==> src/rtl/pipeline_hazard_ctrl.sv <==
// Hazard and stall/flush control for a five-stage pipeline with a blocking D-cache miss.
// Optional branch statistics counters are enabled by defining BRANCH_STAT_EN.
module pipeline_hazard_ctrl (
    input  logic        clk,
    input  logic        rst,
    input  logic        BranchValidE,
    input  logic        BranchE,
    input  logic        PredTakenE,
    input  logic        JalD,
    input  logic        JalrE,
    input  logic        MemToRegE,
    input  logic [4:0]  RdE,
    input  logic [4:0]  Rs1D,
    input  logic [4:0]  Rs2D,
    input  logic [1:0]  RegReadD,
    input  logic        DCacheMiss,
    input  logic        DCacheReady,
    output logic        StallF,
    output logic        StallD,
    output logic        FlushD,
    output logic        StallE,
    output logic        FlushE,
    output logic        StallM,
    output logic        FlushM,
    output logic        StallW,
    output logic        FlushW,
    output logic [31:0] BranchCount,
    output logic [31:0] MispredCount
);

    typedef enum logic {RUN, MISS} state_t;

    state_t state;
    logic   mispred;
    logic   load_use;
    logic   frozen;

    assign mispred  = BranchValidE & (BranchE ^ PredTakenE);
    assign load_use = MemToRegE & (RdE != 5'd0) &
                      ((RegReadD[1] & (Rs1D == RdE)) |
                       (RegReadD[0] & (Rs2D == RdE)));
    assign frozen   = (state == MISS) | DCacheMiss;

    always_ff @(posedge clk) begin
        if (rst) begin
            state <= RUN;
        end else begin
            unique case (state)
                RUN:  if (DCacheMiss)  state <= MISS;
                MISS: if (DCacheReady) state <= RUN;
            endcase
        end
    end

    // Memory-side freeze dominates; EX-stage redirects wait until RUN.
    always_comb begin
        StallF = 1'b0;
        StallD = 1'b0;
        FlushD = 1'b0;
        StallE = 1'b0;
        FlushE = 1'b0;
        StallM = 1'b0;
        FlushM = 1'b0;
        StallW = 1'b0;
        FlushW = 1'b0;
        if (rst) begin
            FlushD = 1'b1;
            FlushE = 1'b1;
            FlushM = 1'b1;
            FlushW = 1'b1;
        end else if (frozen) begin
            StallF = 1'b1;
            StallD = 1'b1;
            StallE = 1'b1;
            StallM = 1'b1;
            FlushW = 1'b1;
        end else if (mispred | JalrE) begin
            FlushD = 1'b1;
            FlushE = 1'b1;
        end else if (load_use) begin
            StallF = 1'b1;
            StallD = 1'b1;
            FlushE = 1'b1;
        end else if (JalD) begin
            FlushD = 1'b1;
        end
    end

`ifdef BRANCH_STAT_EN
    logic [31:0] branch_count;
    logic [31:0] mispred_count;
    logic        count_en;

    assign count_en = (state == RUN) & ~DCacheMiss & BranchValidE;

    always_ff @(posedge clk) begin
        if (rst) begin
            branch_count  <= 32'h0;
            mispred_count <= 32'h0;
        end else if (count_en) begin
            branch_count <= branch_count + 32'd1;
            if (mispred)
                mispred_count <= mispred_count + 32'd1;
        end
    end

    assign BranchCount  = branch_count;
    assign MispredCount = mispred_count;
`else
    assign BranchCount  = 32'h0;
    assign MispredCount = 32'h0;
`endif

endmodule

==> config.mk <==
export PLATFORM = sky130hd
export DESIGN_NAME = pipeline_hazard_ctrl
export DESIGN_NICKNAME = d
export VERILOG_FILES = /design/src/rtl/pipeline_hazard_ctrl.sv
export SDC_FILE = /design/constraint.sdc
export NUM_CORES = 1
export LEC_CHECK = 0
export ABC_CLOCK_PERIOD_IN_PS = 3850
export CAP_MARGIN = 20
export CORE_ASPECT_RATIO = 1.2
export CORE_MARGIN = 3
export CORE_UTILIZATION = 27
export CTS_CLUSTER_SIZE = 20
export DETAILED_ROUTE_END_ITERATION = 10
export GPL_ROUTABILITY_DRIVEN = 0
export HOLD_SLACK_MARGIN = 0.12
export PLACE_DENSITY = 0.87
export REMOVE_ABC_BUFFERS = 1
export SETUP_SLACK_MARGIN = 0.2
export SYNTH_ARGS = -nofsm -noshare
export SYNTH_HDL_FRONTEND = slang
export SYNTH_SLANG_ARGS = --single-unit
==> constraint.sdc <==
create_clock -name clk -period 3.85 [get_ports clk]
set_input_delay 0.77 -clock clk [delete_from_list [all_inputs] [get_ports clk]]
set_output_delay 0.77 -clock clk [all_outputs]
set_load 0.05 [all_outputs]
==> summary.txt, run 1 <==
Synth
  • Register bit total from synthesis: 1
  • Ys Warns: 0
  • Synth top area share: 68.7%
  • Syn_area_per_cell: approximately 7.4 um2
  • Sequential area share after synthesis: 2.69%
  • Syn Inst Count: 100
  • Netlist Area Pre-Place: 743 um2
  • Synth area leaders: buf_4, xor2_1, dfxtp_1
  • Unique masters post-synth: 20
  • Top cell type by total area after synthesis: buf_4

Power and ir drop
  • Pwr per Cell Area: 273 nW/um2
  • P_int: 62.9 uW
  • Switch share: 74.5%
  • Psw: 184 uW
  • Logic pwr share: a little over nine tenths
  • Clock share of power: 0%
  • Tot Pwr: approximately 250 uW
  • Seq pwr share: under 10%
  • Leakage power: 0.000459 uW
  • Maximum vdd drop: 0.176 mV

Timing
  • Max_slew headroom: ~66%
  • TNS Setup: 0 ps
  • Crit share post-route: between 80 and 90%
  • Setup Viol. Count Final: 0
  • Final hold slack: 439 ps
  • Post-layout min period: 3310 ps
  • Clk_skew: 0 ps
  • Hold Vio Cnt, Final: 0
  • Unrepaired setup endpoints after global routing: false
  • Fmax: 302 MHz
  • Final Max Slew Viols: 0
  • Worst-Margin Slew: 507 ps

Die
  • Starting Density: 28.8%
  • Core Area: 2580 um2
  • Die height: roughly 63 um
  • Row cnt: 20
  • Die width: 53.9 um
  • Num ports: 100
  • Die footprint: 3420 um2

Final layout
  • Post-Layout Inst Area: 902 um2
  • P&R area growth vs syn: 21.4%
  • Cell Count, Final, Fillers Out: roughly 160
  • Most flop-heavy register: state
  • Biggest regs: state x1
  • Ratio of cells with drive above 1 in the final layout: 5.34%
  • Largest register FFs: 1
  • Final #Nets: 160
  • Antenna diode count: 0

Critical path
  • Top cell by count, worst path: clkdlybuf4s50_1
  • Max FO, Critical Path: 4
  • Slowest cell delay on critical path: 820 ps
  • Highest-delay cell along the critical path: clkdlybuf4s50_1
  • Reg2reg setup slack: 3010 ps
  • Setup crit end kind: output pin
  • Crit start category: input port
  • WS Path Type: in2out
  • CP cell instances: clkdlybuf4s50_1 > nor2_1 > or2_2 > inv_1 > clkdlybuf4s50_1
  • Data required, critical path: a little over 3000 ps
  • Crit path DAT: 2540 ps

Drt
  • Via count: roughly 540
  • Drc violations: 0
  • Final ANT Viol Nets: 0
  • Post-Route WL: 1460 um
  • Initial DRC count: 4
  • WL/cell: 8.91 um
  • Vias per cell: 3.26
  • 1st-pass router iterations: 2

Global routing
  • Largest net degree at the start of global routing: 5
  • Gr ovfl total: 0
  • Antenna violations before repair: 0
  • All-Layer GR Usage: 6.93%
  • Vias in the first global route: 449
  • First-pass GRT wire length: about 1900 um

Place
  • IO Port Bufs: 34
  • HPWL after DPL: roughly 1400 um
  • Cells after DPL: 164
  • Placed cell area: 902 um2

Clock network
  • Post-CTS setup buffer count: 0
  • Hold_buf cts: 0
  • Resized Gates After CTS: 0
  • Reg clk slew, reported paths: 0 ps
  • Worst-Skew Late Latency: 0 ps

Hold path
  • HP Class: reg2reg

Status
  • Outcome: finished, final reports clean

Flow run
  • Max Cap Viol: 0
## cells in the final DEF (no fill, tap or decap), drive strengths merged
master / netlist / routed
a211oi: 1 / 1
a21oi: 2 / 2
a32oi: 1 / 1
and2: 1 / 1
buf: 68 / 5
clkdlybuf4s50: 0 / 30
conb: 1 / 65
dfxtp: 1 / 1
inv: 2 / 2
nand2: 2 / 2
nor2: 1 / 1
nor4: 2 / 2
o21a: 2 / 2
o21ai: 1 / 1
o22ai: 1 / 1
or2: 1 / 1
or3: 1 / 1
or4: 1 / 1
xnor2: 2 / 2
xor2: 9 / 9
## per-stage QoR
stage	setup slack (ps)	util, %
2_1_floorplan	-397	-
3_3_place_gp	541	35.0
3_5_place_dp	538	35.0
4_1_cts	531	35.0
5_1_grt	455	35.0
6_report	538	35.0
## critical path, delay by kind of cell
| kind | cells | cell delay, ps |
|---|---|---|
| and+or+nand+nor | 2 | 350 |
| buffers and inverters | 3 | 1420 |
## power by group through the flow
| stage | Sequential, uW | Clock [uW] | Combinational (uW) |
|---|---|---|---|
| 2_1_floorplan | 11.8 | 0 | 174 |
| 3_3_place_gp | 11.9 | 0 | 234 |
| 3_5_place_dp | 11.9 | 0 | 233 |
| 4_1_cts | 11.9 | 0 | 234 |
| 5_1_grt | 12.1 | 0 | 244 |
| 6_report | 11.9 | 0 | 235 |
## layer usage
metal  GRT usage (%)  share of wire (%)  up-vias  wire (um)
li1                -                  -      245          -
met1            8.56                 32      216        464
met2            11.5                 42       74        618
met3            3.07                 26        0        378
met4               0                  0        0          0
met5               0                  0        -          0
## synth_stat cells
library cell / n
o22ai_1: 1
inv_1: 2
a211oi_1: 1
nand2_2: 1
nor4_1: 2
o21a_1: 2
o21ai_0: 1
xor2_1: 9
or4_1: 1
a21oi_1: 2
nor2_1: 1
dfxtp_1: 1
nand2_1: 1
a32oi_1: 1
xnor2_1: 2
or3_1: 1
conb_1: 1
buf_4: 68
or2_2: 1
and2_0: 1
## final cells by class
cell class	instances	area (um2)
fill	264	1680
timing repair buffer	35	388
sequential	1	20.0
tap	33	41.3
inverter	2	7.51
multi-input combinational	93	445
## final timing paths
path / startpoint / to / depth (start not counted)
min reg2reg: state / state / 1
min: state / state / 1
max reg2reg: state / state / 3
max: DCacheMiss / StallM / 5
## cells by family (layout without fill, tap and decap cells)
logic type | after synthesis | count (layout) | share of synthesized area, %
buffers and inverters | 70 | 37 | 69.7
xor gates and xnor gates | 11 | 11 | 13.0
and+or+nand+nor | 9 | 9 | 7.07
other | 1 | 65 | 0.505
DFF | 1 | 1 | 2.69
AOI/OAI and AO/OA | 8 | 8 | 7.07
Power figures use the tool's default switching activity.
==> run 2: changes to the inputs <==
--- a/config.mk
+++ b/config.mk
@@ -5,7 +5,6 @@
 export SDC_FILE = /design/constraint.sdc
 export NUM_CORES = 1
 export LEC_CHECK = 0
-export ABC_CLOCK_PERIOD_IN_PS = 3850
 export CAP_MARGIN = 20
 export CORE_ASPECT_RATIO = 1.2
 export CORE_MARGIN = 3
==> results of run 2 <==
The final DEF is identical to that of run 1; final timing and power are the same.
